## config.mk

```make
export PLATFORM = sky130hd
export DESIGN_NAME = rx_uart_param
export DESIGN_NICKNAME = d
export VERILOG_FILES = /design/src/rtl/rx_uart_param.sv
export SDC_FILE = /design/constraint.sdc
export NUM_CORES = 1
export LEC_CHECK = 0
export ABC_AREA = 1
export CORE_AREA = 10 10 90 108
export CTS_CLUSTER_DIAMETER = 200
export DETAILED_ROUTE_END_ITERATION = 12
export DIE_AREA = 0 0 100 118
export GPL_TIMING_DRIVEN = 1
export PLACE_DENSITY = 0.41
export REMOVE_ABC_BUFFERS = 1
export SLEW_MARGIN = 20
export SYNTH_ARGS = -nofsm -noshare
export SYNTH_HDL_FRONTEND = slang
export SYNTH_SLANG_ARGS = --single-unit
```

## constraint.sdc

```tcl
create_clock -name i_clock -period 3.3 [get_ports i_clock]
set_clock_uncertainty 0.15 [all_clocks]
set_input_delay 0.495 -clock i_clock [delete_from_list [all_inputs] [get_ports i_clock]]
set_output_delay 0.495 -clock i_clock [all_outputs]
set_load 0.01 [all_outputs]
```

## src/rtl/rx_uart_param.sv

```systemverilog
`default_nettype none
// +----------------------------------------------------------------------------+
// | rx_uart_param : tick-enabled oversampling UART receiver with parity,       |
// |                 framing/break handling and start-glitch rejection.         |
// | Revision 1.0                                                               |
// +----------------------------------------------------------------------------+
module rx_uart_param #(
  parameter int NB_DATA      = 8,
  parameter int N_OVERSAMPLE = 16,
  parameter int NB_COUNT     = 4,
  parameter int PARITY_MODE  = 0,
  parameter int N_STOP       = 1
) (
  input  logic               i_clock,
  input  logic               i_reset,
  input  logic               i_tick,
  input  logic               i_rx,
  output logic [NB_DATA-1:0] o_data,
  output logic               o_rx_done_tick,
  output logic               o_parity_err,
  output logic               o_frame_err,
  output logic               o_busy
);

  localparam logic [NB_COUNT-1:0] c_half_bit  = NB_COUNT'(N_OVERSAMPLE / 2 - 1);
  localparam logic [NB_COUNT-1:0] c_full_bit  = NB_COUNT'(N_OVERSAMPLE - 1);
  localparam logic [3:0]          c_last_bit  = 4'(NB_DATA - 1);
  localparam logic                c_last_stop = 1'(N_STOP - 1);

  typedef enum logic [2:0] {
    ST_IDLE   = 3'd0,
    ST_START  = 3'd1,
    ST_DATA   = 3'd2,
    ST_PARITY = 3'd3,
    ST_STOP   = 3'd4
  } state_t;

  logic               r_rx_meta, r_rx_s;
  state_t             r_state, w_state;
  logic [NB_COUNT-1:0] r_cnt, w_cnt;
  logic [3:0]         r_bit_idx, w_bit_idx;
  logic [NB_DATA-1:0] r_shift, w_shift;
  logic               r_stop_idx, w_stop_idx;
  logic               r_perr_acc, w_perr_acc;
  logic               r_ferr_acc, w_ferr_acc;
  logic               r_armed, w_armed;
  logic [NB_DATA-1:0] r_data, w_data;
  logic               r_parity_err, w_parity_err;
  logic               r_frame_err, w_frame_err;
  logic               r_done, w_done;
  logic               w_ferr_now;

  always_ff @(posedge i_clock or posedge i_reset) begin
    if (i_reset) begin
      r_rx_meta <= 1'b1;
      r_rx_s    <= 1'b1;
    end else begin
      r_rx_meta <= i_rx;
      r_rx_s    <= r_rx_meta;
    end
  end

  always_ff @(posedge i_clock or posedge i_reset) begin
    if (i_reset) begin
      r_state      <= ST_IDLE;
      r_cnt        <= '0;
      r_bit_idx    <= '0;
      r_shift      <= '0;
      r_stop_idx   <= 1'b0;
      r_perr_acc   <= 1'b0;
      r_ferr_acc   <= 1'b0;
      r_armed      <= 1'b1;
      r_data       <= '0;
      r_parity_err <= 1'b0;
      r_frame_err  <= 1'b0;
      r_done       <= 1'b0;
    end else begin
      r_state      <= w_state;
      r_cnt        <= w_cnt;
      r_bit_idx    <= w_bit_idx;
      r_shift      <= w_shift;
      r_stop_idx   <= w_stop_idx;
      r_perr_acc   <= w_perr_acc;
      r_ferr_acc   <= w_ferr_acc;
      r_armed      <= w_armed;
      r_data       <= w_data;
      r_parity_err <= w_parity_err;
      r_frame_err  <= w_frame_err;
      r_done       <= w_done;
    end
  end

  always_comb begin
    w_state      = r_state;
    w_cnt        = r_cnt;
    w_bit_idx    = r_bit_idx;
    w_shift      = r_shift;
    w_stop_idx   = r_stop_idx;
    w_perr_acc   = r_perr_acc;
    w_ferr_acc   = r_ferr_acc;
    w_armed      = r_armed;
    w_data       = r_data;
    w_parity_err = r_parity_err;
    w_frame_err  = r_frame_err;
    w_done       = 1'b0;
    w_ferr_now   = r_ferr_acc | ~r_rx_s;

    if (i_tick) begin
      case (r_state)
        ST_IDLE: begin
          // A low line only starts a frame once a high level has re-armed us after a break.
          if (r_rx_s) begin
            w_armed = 1'b1;
          end else if (r_armed) begin
            w_state = ST_START;
            w_cnt   = '0;
          end
        end

        ST_START: begin
          if (r_cnt == c_half_bit) begin
            if (!r_rx_s) begin
              w_state    = ST_DATA;
              w_cnt      = '0;
              w_bit_idx  = '0;
              w_stop_idx = 1'b0;
              w_perr_acc = 1'b0;
              w_ferr_acc = 1'b0;
            end else begin
              w_state = ST_IDLE;
            end
          end else begin
            w_cnt = r_cnt + 1'b1;
          end
        end

        ST_DATA: begin
          if (r_cnt == c_full_bit) begin
            w_cnt   = '0;
            w_shift = {r_rx_s, r_shift[NB_DATA-1:1]};
            if (r_bit_idx == c_last_bit) begin
              w_state = (PARITY_MODE != 0) ? ST_PARITY : ST_STOP;
            end else begin
              w_bit_idx = r_bit_idx + 1'b1;
            end
          end else begin
            w_cnt = r_cnt + 1'b1;
          end
        end

        ST_PARITY: begin
          if (r_cnt == c_full_bit) begin
            w_cnt      = '0;
            w_state    = ST_STOP;
            w_perr_acc = (PARITY_MODE == 2) ? ~(^r_shift ^ r_rx_s) : (^r_shift ^ r_rx_s);
          end else begin
            w_cnt = r_cnt + 1'b1;
          end
        end

        ST_STOP: begin
          if (r_cnt == c_full_bit) begin
            w_cnt = '0;
            if (r_stop_idx == c_last_stop) begin
              // Leave mid stop bit so a back-to-back start edge is not missed.
              w_state      = ST_IDLE;
              w_data       = r_shift;
              w_parity_err = r_perr_acc;
              w_frame_err  = w_ferr_now;
              w_done       = 1'b1;
              if (!r_rx_s) begin
                w_armed = 1'b0;
              end
            end else begin
              w_stop_idx = 1'b1;
              w_ferr_acc = w_ferr_now;
            end
          end else begin
            w_cnt = r_cnt + 1'b1;
          end
        end

        default: begin
          w_state = ST_IDLE;
        end
      endcase
    end
  end

  assign o_data         = r_data;
  assign o_rx_done_tick = r_done;
  assign o_parity_err   = r_parity_err;
  assign o_frame_err    = r_frame_err;
  assign o_busy         = (r_state != ST_IDLE);

endmodule
`default_nettype wire

```

Word-level counts from Yosys, hierarchy flattened:

Cells that the tools add are included.

* flip-flop bits (word level): 36
* input port bits: 4
* output and inout port bits: 12
* logic and storage cells: 97

* $add $sub $neg: 2
* eq/ne operators: 21
* mux-type cells: 38
* bitwise logic cells: 4
* reductions and logical operators: 18

Operators by type and width (count)
* 4-bit 2-to-1 mux: 8
* 2-bit != test, second input constant: 13
* 3-bit 2-to-1 mux: 8
* 6-bit AND reduction: 3
* 3-bit one-hot mux with 5 select lines: 1
* 5-bit AND reduction: 3
* 1-bit 2-to-1 mux: 14
* 4-bit one-hot mux with 3 select lines: 1
* 9-bit AND reduction: 1
* 4-bit by 1-bit adder with 4-bit output, second input constant: 2
* 4-bit by 3-bit == test with 1-bit output, second input constant: 2
* 1-bit one-hot mux with 2 select lines: 4
* 4-bit one-hot mux with 2 select lines: 1
* 2-bit nonzero test: 4
* 8-bit XOR reduction: 1
* 3-bit by 2-bit == test with 1-bit output, second input constant: 2
* 3-bit nonzero test: 2
* 4-bit == test, second input constant: 1
* 4-bit AND reduction: 1
* 3-bit by 1-bit == test with 1-bit output, second input constant: 1
* 3-bit == test, second input constant: 1
* 3-bit logical NOT: 1
* 3-bit != test, second input constant: 1
* 3-bit AND reduction: 1
* other kinds (5): 6

Depth between registers and ports, before layout:

Gate-level depths: netlist of the first run.

* depth after elaboration: 5
* mapped depth: 10
* depth with buffers taken out: 10

Worst setup path after synthesis of the first run:

No wires, ideal clock.

* kind: register to output
* from: reg r_state[0]
* to: out o_busy
* arrival: 897 ps
* data required time: 2655 ps
* slack: 1758 ps
* stages on the path, launching flop included: 5
* path buffers: 0
* cells stage by stage: dfrtp_1 > nor2_2 > inv_1 > nor2_1 > inv_1

* word-level cells in the longest chain between the ends: 1

RTL lines
* start, declared: line 39 `state_t r_state, w_state;`
* start signal, assigned: line 78 `r_state <= w_state;`
* 3-bit nonzero test: line 194 `assign o_busy = (r_state != ST_IDLE);`
* end, declared: line 22 `output logic o_busy`

Every way passes these cells.

Final worst setup path of the first run:

Same ends and word-level chain as after synthesis.

==> results of run 1 <==
## sequential cells by signal, indices dropped and copies added, names as in the netlist, 3 cells and up
register and count:
r_cnt 4, r_state 3, r_bit_idx 4, r_shift 8, o_data 8
## per-stage QoR
stage                     setup slack, ns  cells  utilization [%]  total power, uW  area, um2
after floorplan                     1.619    230                -            811.3       1843
after global placement              1.021    338            27.93            906.0       2116
after detailed placement           0.9599    338            27.93            906.8       2116
after CTS                          0.8471    346            29.13             1240       2207
after global routing               0.7513    346            29.13             1308       2207
final                              0.8850    346            29.13             1214       2207
## power by group
part	switching, uW	internal [uW]	leakage, uW	total [uW]
clock network	156	169	0.0000482	324
registers	55.7	484	0.000473	540
logic	224	126	0.000522	350
## cell usage in the layout, fill, tap and decap left out, types with 2 or more instances in the layout
cell type	count
clkbuf_8	6
nand2_1	84
clkdlybuf4s50_1	15
inv_2	4
o21ai_0	2
dfstp_2	3
xor2_1	4
inv_1	25
nand3_1	13
dfrtp_1	32
nor2_2	2
o211ai_1	2
nand2_2	10
ha_1	2
o21ai_2	9
nor2_1	11
o21ai_1	16
nor2_4	5
## layout make-up
class,count,area share [%]
well taps,92,5.215
multi-input cells,166,38.72
clock inverters,1,0.2268
repair buffers,16,7.143
flip-flops and latches,35,39.85
inverters,29,4.932
clock buffers,7,3.912
## worst max-delay path: stages, from the launching register on
cell	delay, ns
dfrtp_1	0.47
nor2_2	0.22
inv_1	0.06
nor2_1	0.15
inv_1	0.10
clkdlybuf4s50_1	0.49
## final timing paths
check                                  startpoint               endpoint  slack [ns]  depth (start not counted)
max reg2reg                  r_cnt[0]$_DFFE_PP0P_  o_data[7]$_DFFE_PP0P_        1.23                          8
min reg2reg                   r_rx_meta$_DFF_PP1_       r_rx_s$_DFF_PP1_        0.21                          0
min                           r_rx_meta$_DFF_PP1_       r_rx_s$_DFF_PP1_        0.21                          0
max                        r_state[0]$_DFFE_PP0P_                 o_busy        0.88                          5
max in group asynchronous                 i_reset    r_armed$_DFFE_PP1P_        2.18                          3
min in group asynchronous                 i_reset   r_cnt[1]$_DFFE_PP0P_        0.47                          3
## cells by family (layout without fill, tap and decap cells)
logic type | count (synthesis) | in the layout
AOI/OAI and AO/OA | 31 | 31
xor gates and xnor gates | 4 | 4
adders and majority gates | 2 | 2
buffers and inverters | 32 | 53
DFF | 35 | 35
and+or+nand+nor | 129 | 129
## layer usage
metal	GRT usage [%]	routed length, um
met1	7.924	1712
met2	12.74	2039
met3	1.996	134
met4	2.655	38
met5	0	0
==> results.tsv, run 1 <==
stage	metric	value	unit
status	status	complete, no violations	
clocking	H-tree lvl count	2	
synth	most used flip-flop cell after synthesis	dfrtp_1	
die	Die X	100	um
clocking	clock tree sinks	35	
synth	Seq/Total Area, Yosys	47.12	%
global_routing	grt total ovfl	0	
synth	largest family of logic cells by synthesized area	simple AND/OR/NAND/NOR gates	
clocking	Reg clk slew, reported paths	0.08	ns
synth	Synthesis Warnings	0	
placed_design	IO Port Bufs	15	
route	DRT antenna net count	0	
power	maximum vdd ir drop	0.2348	mV
synth	FF+latch count, synth	35	
timing	Finish-stage setup viols	0	
timing	Fin Hold WS	0.2078	ns
cells_and_area	Net count, final	259	
clocking	Worst-Skew Late Latency	0.28	ns
clocking	CTS root buffer	clkbuf_8	
synth	Post-synth EDFFs	0	
cells_and_area	share of layout cells above drive strength 1	17.32	%
timing	final count of hold timing violations	0	
synth	post-synthesis simple-gate area fraction	31.97	%
timing	RSZ-0062 raised after global routing	no	
global_routing	initial antenna violation count	0	
synth	xor/xnor share of the synthesized area	1.877	%
timing	worst slew pin tran	0.7044	ns
global_routing	largest net degree at the start of global routing	36	
clocking	Num CTS Buffers	5	
cells_and_area	Area Overhead vs Synth	18.23	%
power	Pwr Density	550.0	nW/um2
timing	final worst path period share	73.18	%
route	vias post-DR	1446	
die	initial core utilization	24.64	%
global_routing	vias in the first global route	1531	
cells_and_area	Filler cells	823	
timing	Final min period	2.415	ns
timing	TNS Setup	0	ns
synth	Commonest cells post-synth	84 x nand2_1, 32 x dfrtp_1, 25 x inv_1, 16 x o21ai_1, 13 x nand3_1	
job	max capacitance violation total	0	
synth	complex-gate fraction of the synthesized area	10.59	%
synth	main area contributors after synthesis	dfrtp_1 43%, nand2_1 17%, inv_1 5.0%, o21ai_1 4.3%, dfstp_2 4.2%	
cells_and_area	area of the multi-input gates	854.6	um2
timing	fin. max-slew vios	0	
setup_path	Worst EP arrival	1.77	ns
setup_path	Crit Path Class	reg -> out	
setup_path	CP Capture Type	output port	
route	residual DRC count	0	
synth	mapped cell area	1867	um2
die	I/O pin count	16	
route	via/cell ratio	4.179	
setup_path	crit start category	flop	
synth	Synth area leader	dfrtp_1	
synth	mean area per synthesized cell	8.012	um2
route	DR WL/cell	11.34	um
cells_and_area	Diodes inserted	0	
global_routing	first-pass GRT wire length	7044	um
clocking	postcts setup bufs	0	
synth	Post-Synthesis Cells	233	
setup_path	required time of the critical path	2.65	ns
synth	Adder-Cell Fraction of Synth Area	1.340	%
route	DRT Pass-1 Iters	4	
timing	Max-slew headroom	52.93	%
clocking	CTS max path bufs	2	
synth	cell with the most instances after synthesis	nand2_1	
route	final WL	3925	um
clocking	CTS tree	done	
synth	Netlist cell types	25	
power	Pleak	0.001043	uW
die	die area	11800	um2
timing	Peak Freq	414.1	MHz
die	Die Y-Extent	118	um
cells_and_area	sequential cell area	879.6	um2
die	Std-Cell Rows	35	
die	core area	7576	um2
synth	ys async rst share	100.0	%
synth	Yosys top cell area share	42.90	%
placed_design	routability cong.	0.7448	
synth	mux cell area share after synthesis	0	%
clocking	# hold bufs at CTS	0	
route	initial DRC count	52	
setup_path	CP max FO	5	
clocking	PostCTS Resize Cnt	0	
placed_design	Post-DP HPWL	2907	um
worst_hold_path	HP Class	reg -> reg	
global_routing	gr usage total	7.229	%
(Power assumes the default switching activity.)
==> run 2: changes to the inputs <==
==> constraint.sdc (replaced) <==
create_clock -name i_clock -period 2.4 [get_ports i_clock]
set_clock_uncertainty 0.15 [all_clocks]
set_input_delay 0.36 -clock i_clock [delete_from_list [all_inputs] [get_ports i_clock]]
set_output_delay 0.36 -clock i_clock [all_outputs]
set_load 0.01 [all_outputs]
==> results.tsv, run 2 (synthesized netlist as in run 1, its figures left out) <==
stage	metric	value	unit	change
status	status	complete, no violations		
global_routing	first-pass GRT wire length	7127	um	+1.2%
setup_path	Crit Path Class	reg -> out		
power	power consumption	1651	uW	+36%
timing	Peak Freq	442.5	MHz	
setup_path	Worst EP arrival	1.75	ns	-0.02 ns
placed_design	dpl cells	340		+0.59%
global_routing	GRT busiest layer	met2		
die	die area	11800	um2	unchanged
cells_and_area	most frequent cells in the layout	84 x nand2_1, 32 x dfrtp_1, 25 x inv_1		
timing	TNS Setup	0	ns	unchanged
route	DRT antenna net count	0		unchanged
route	DRT Pass-1 Iters	5		+1
clocking	CTS root buffer	clkbuf_8		
timing	RSZ-0062 raised after global routing	no		
clocking	Worst-Skew Late Latency	0.29	ns	about the same
clocking	CTS tree	done		
clocking	H-tree lvl count	2		unchanged
cells_and_area	Area Overhead vs Synth	18.77	%	
route	vias post-DR	1436		-0.69%
die	Die Y-Extent	118	um	unchanged
setup_path	CP Capture Type	output port		
power	maximum vdd ir drop	0.2977	mV	+27%
cells_and_area	commonest non-fill, non-tap cell in the layout	nand2_1		
die	Std-Cell Rows	35		unchanged
clocking	Num CTS Buffers	5		unchanged
power	Pleak	0.001047	uW	+0.35%
global_routing	grt met2 use	12.18	%	-0.56 points
die	I/O pin count	16		unchanged
cells_and_area	Filler cells	819		-0.49%
cells_and_area	Util after Layout	29.27	%	+0.13 points
cells_and_area	Net count, final	261		+0.77%
timing	final worst path period share	94.16	%	
timing	final count of hold timing violations	0		unchanged
placed_design	Post-DP HPWL	2952	um	+1.6%
route	DR WL/cell	11.55	um	+1.8%
setup_path	CP max FO	5		unchanged
timing	worst slew pin tran	0.4642	ns	-0.2402 ns
die	core area	7576	um2	unchanged
placed_design	IO Port Bufs	15		unchanged
die	Die X	100	um	unchanged
cells_and_area	Diodes inserted	0		unchanged
route	final WL	4018	um	+2.4%
route	initial DRC count	87		+67%
clocking	clock tree sinks	35		unchanged
setup_path	required time of the critical path	1.89	ns	-0.76 ns
worst_hold_path	HP Class	reg -> reg		
placed_design	routability cong.	0.7020		-5.7%
job	max capacitance violation total	0		unchanged
global_routing	met3 GRT Util	2.290	%	+0.29 points
global_routing	gr usage total	7.307	%	+0.077 points
die	initial core utilization	24.64	%	unchanged
route	via/cell ratio	4.126		-1.3%
route	residual DRC count	0		unchanged
power	Pwr Density	744.7	nW/um2	+35%
cells_and_area	Non-Filler Instances	348		+0.58%
timing	fin. max-slew vios	0		unchanged
cells_and_area	share of layout cells above drive strength 1	17.58	%	+0.26 points
clocking	CTS max path bufs	2		unchanged
global_routing	met1 usage	8.359	%	+0.44 points
clocking	Reg clk slew, reported paths	0.08	ns	about the same
timing	Final min period	2.260	ns	
global_routing	grt total ovfl	0		unchanged
timing	Max-slew headroom	69.05	%	+16 points
global_routing	largest net degree at the start of global routing	36		unchanged
global_routing	vias in the first global route	1508		-1.5%
setup_path	crit start category	flop		
timing	Finish-stage setup viols	0		unchanged
global_routing	initial antenna violation count	0		unchanged
run 2: cell types whose count changed in the layout (fill, tap and decap cells not counted), sizes merged:
| cell | delta |
|---|---|
| buf | +2 |
run 2: cell type report:
cell class	instances	area [um2]	area share [%]
multi-input combinational	166	859.6	38.77
sequential	35	879.6	39.67
clock inverter	1	5.005	0.2257
timing repair buffer	18	172.7	7.788
clock buffer	7	76.32	3.442
tap	92	115.1	5.192
inverter	29	108.9	4.910
run 2: path summary, 6_finish.rpt:
check	endpoint	cells after the start	slack (ns)	startpoint
setup reg to reg	r_shift[4]$_DFFE_PP0P_	8	0.58	r_cnt[0]$_DFFE_PP0P_
max in group asynchronous	r_rx_s$_DFF_PP1_	3	1.43	i_reset
setup / recovery	o_busy	5	0.14	r_state[0]$_DFFE_PP0P_
hold reg to reg	r_rx_s$_DFF_PP1_	0	0.21	r_rx_meta$_DFF_PP1_
hold / removal	r_rx_s$_DFF_PP1_	0	0.21	r_rx_meta$_DFF_PP1_
min in group asynchronous	r_state[0]$_DFFE_PP0P_	3	0.32	i_reset
run 2: worst max-delay path, stage by stage (launching register included):
cell and delay (ns):
dfrtp_1 0.49, nor2_4 0.19, inv_1 0.05, nor2_1 0.16
inv_1 0.08, clkdlybuf4s50_1 0.49
run 2: through the flow:
step                      instance area, um2  hold slack (ns)  setup slack (ns)
after floorplan                         1843           0.1952            0.7188
after global placement                  2131           0.1953            0.3691
after detailed placement                2131           0.1975            0.3898
after CTS                               2212           0.2085           0.06083
after global routing                    2217           0.2167           0.03617
final                                   2217           0.2067            0.1402
run 2: power breakdown:
part / internal, uW / switching, uW
logic: 176 / 303
registers: 666 / 82.4
clock network: 204 / 221
run 2: what timing repair did:
item	4_1_cts	5_1_grt
hold buffers	0	0
setup endpoints to repair	0	1
gates resized for setup	0	1
buffers inserted	0	0
run 2: layer usage:
layer,vias to the layer above,wire [um]
met5,-,0
met4,0,74
met3,6,135
met2,19,1974
met1,639,1833
li1,772,-
==> run 3: changes to the inputs <==
--- a/config.mk
+++ b/config.mk
@@ -6,10 +6,10 @@
 export NUM_CORES = 1
 export LEC_CHECK = 0
 export ABC_AREA = 1
-export CORE_AREA = 10 10 90 108
+export CORE_AREA = 2 2 90 92
 export CTS_CLUSTER_DIAMETER = 200
 export DETAILED_ROUTE_END_ITERATION = 12
-export DIE_AREA = 0 0 100 118
+export DIE_AREA = 0 0 92 94
 export GPL_TIMING_DRIVEN = 1
 export PLACE_DENSITY = 0.41
 export REMOVE_ABC_BUFFERS = 1
==> results.tsv, run 3 (synthesized netlist as in run 1, its figures left out) <==
stage	metric	value	unit	change
status	status	complete, no violations		
global_routing	first-pass GRT wire length	6637	um	-6.9%
route	vias post-DR	1450		+0.97%
clocking	Reg clk slew, reported paths	0.08	ns	about the same
worst_hold_path	HP Class	reg -> reg		
route	DRT Pass-1 Iters	4		-1
clocking	clock tree sinks	35		unchanged
setup_path	Crit Path Class	reg -> out		
die	initial core utilization	24.54	%	-0.10 points
die	core area	7607	um2	+0.41%
job	max capacitance violation total	0		unchanged
route	via/cell ratio	4.062		-1.6%
cells_and_area	share of layout cells above drive strength 1	17.65	%	+0.069 points
clocking	postcts setup bufs	0		unchanged
setup_path	CP Capture Type	output port		
route	DR WL/cell	10.26	um	-11%
setup_path	Worst EP arrival	1.70	ns	-0.05 ns
clocking	CTS root buffer	clkbuf_8		
clocking	Num CTS Buffers	5		unchanged
setup_path	required time of the critical path	1.89	ns	about the same
clocking	H-tree lvl count	2		unchanged
setup_path	CP max FO	5		unchanged
die	I/O pin count	16		unchanged
die	Die Y-Extent	94	um	-20%
cells_and_area	Net count, final	260		-0.38%
timing	worst slew pin tran	0.4535	ns	-0.01067 ns
power	Pwr Density	737.6	nW/um2	-0.94%
placed_design	routability cong.	0.7302		+4.0%
timing	fin. max-slew vios	0		unchanged
global_routing	initial antenna violation count	0		unchanged
timing	Fin Hold WS	0.2213	ns	+0.01456 ns
power	Pleak	0.001040	uW	-0.62%
die	Die X	92	um	-8.0%
clocking	CTS tree	done		
global_routing	vias in the first global route	1440		-4.5%
global_routing	gr usage total	9.599	%	+2.3 points
placed_design	Post-DP HPWL	2666	um	-9.7%
timing	TNS Setup	0	ns	unchanged
cells_and_area	Diodes inserted	0		unchanged
cells_and_area	Area Overhead vs Synth	18.97	%	
cells_and_area	commonest non-fill, non-tap cell in the layout	nand2_1		
timing	Finish-stage setup viols	0		unchanged
die	die area	8648	um2	-27%
clocking	PostCTS Resize Cnt	0		unchanged
clocking	# hold bufs at CTS	0		unchanged
timing	Final min period	2.215	ns	-0.04516 ns
clocking	Worst-Skew Late Latency	0.29	ns	about the same
route	initial DRC count	39		-55%
timing	RSZ-0062 raised after global routing	no		
clocking	CTS max path bufs	2		unchanged
global_routing	largest net degree at the start of global routing	36		unchanged
timing	Peak Freq	451.5	MHz	+2.0%
cells_and_area	Non-Filler Instances	357		+2.6%
timing	Max-slew headroom	69.77	%	+0.71 points
die	Std-Cell Rows	32		-8.6%
route	final WL	3663	um	-8.8%
cells_and_area	most frequent cells in the layout	84 x nand2_1, 32 x dfrtp_1, 25 x inv_1		
route	residual DRC count	0		unchanged
cells_and_area	Filler cells	852		+4.0%
timing	final worst path period share	92.28	%	-1.9 points
placed_design	dpl cells	349		+2.6%
placed_design	IO Port Bufs	15		unchanged
global_routing	grt total ovfl	0		unchanged
setup_path	crit start category	flop		
timing	final count of hold timing violations	0		unchanged
power	maximum vdd ir drop	0.2054	mV	-31%
cells_and_area	Util after Layout	29.19	%	-0.071 points
route	DRT antenna net count	0		unchanged
[run 3: changes by cell type in the layout (fill, tap and decap cells not counted), sizes merged]
cell | before | now
buf | 3 | 2
clkbuf | 7 | 6
clkinvlp | 0 | 1
[run 3: where the power goes]
group          total, uW  internal (uW)  switching, uW
combinational        467            172            295
clock                429            203            226
sequential           743            666           76.9
total               1640           1040            597
[run 3: worst paths after layout]
kind | start | to | slack, ns | cells past startpoint
worst max-delay path | r_state[0]$_DFFE_PP0P_ | o_busy | 0.19 | 5
worst min-delay path | r_rx_meta$_DFF_PP1_ | r_rx_s$_DFF_PP1_ | 0.22 | 0
worst max register to register | r_cnt[0]$_DFFE_PP0P_ | r_shift[7]$_DFFE_PP0P_ | 0.59 | 8
worst min register to register | r_rx_meta$_DFF_PP1_ | r_rx_s$_DFF_PP1_ | 0.22 | 0
max in group asynchronous | i_reset | r_armed$_DFFE_PP1P_ | 1.42 | 3
min in group asynchronous | i_reset | r_bit_idx[0]$_DFFE_PP0P_ | 0.32 | 3
[run 3: layout make-up]
type / count / area [um2] / area share, %
inverter: 29 / 108.9 / 4.901
sequential: 35 / 879.6 / 39.61
clock buffer: 6 / 72.57 / 3.268
multi-input combinational: 166 / 854.6 / 38.48
clock inverter: 2 / 12.51 / 0.5634
tap: 102 / 127.6 / 5.746
timing repair buffer: 17 / 165.2 / 7.437
[run 3: routing by layer]
layer  wire length [um]  global-route usage [%]
met1               1797                   12.73
met2               1676                   14.89
met3                122                   2.167
met4                 66                   4.478
met5                  0                       0
[run 3: worst max-delay path, stage by stage, from the launching register on]
cell	delay, ns
dfrtp_1	0.46
nor2_2	0.22
inv_1	0.06
nor2_1	0.14
inv_1	0.08
clkdlybuf4s50_1	0.47
[run 3: stage by stage]
step	total power, uW	cell area [um2]	worst slack [ns]
6_report	1638	2221	0.1853
5_1_grt	1766	2221	0.07552
4_1_cts	1671	2221	0.1596
3_5_place_dp	1233	2136	0.4341
3_3_place_gp	1234	2136	0.4595
2_1_floorplan	1116	1843	0.7188
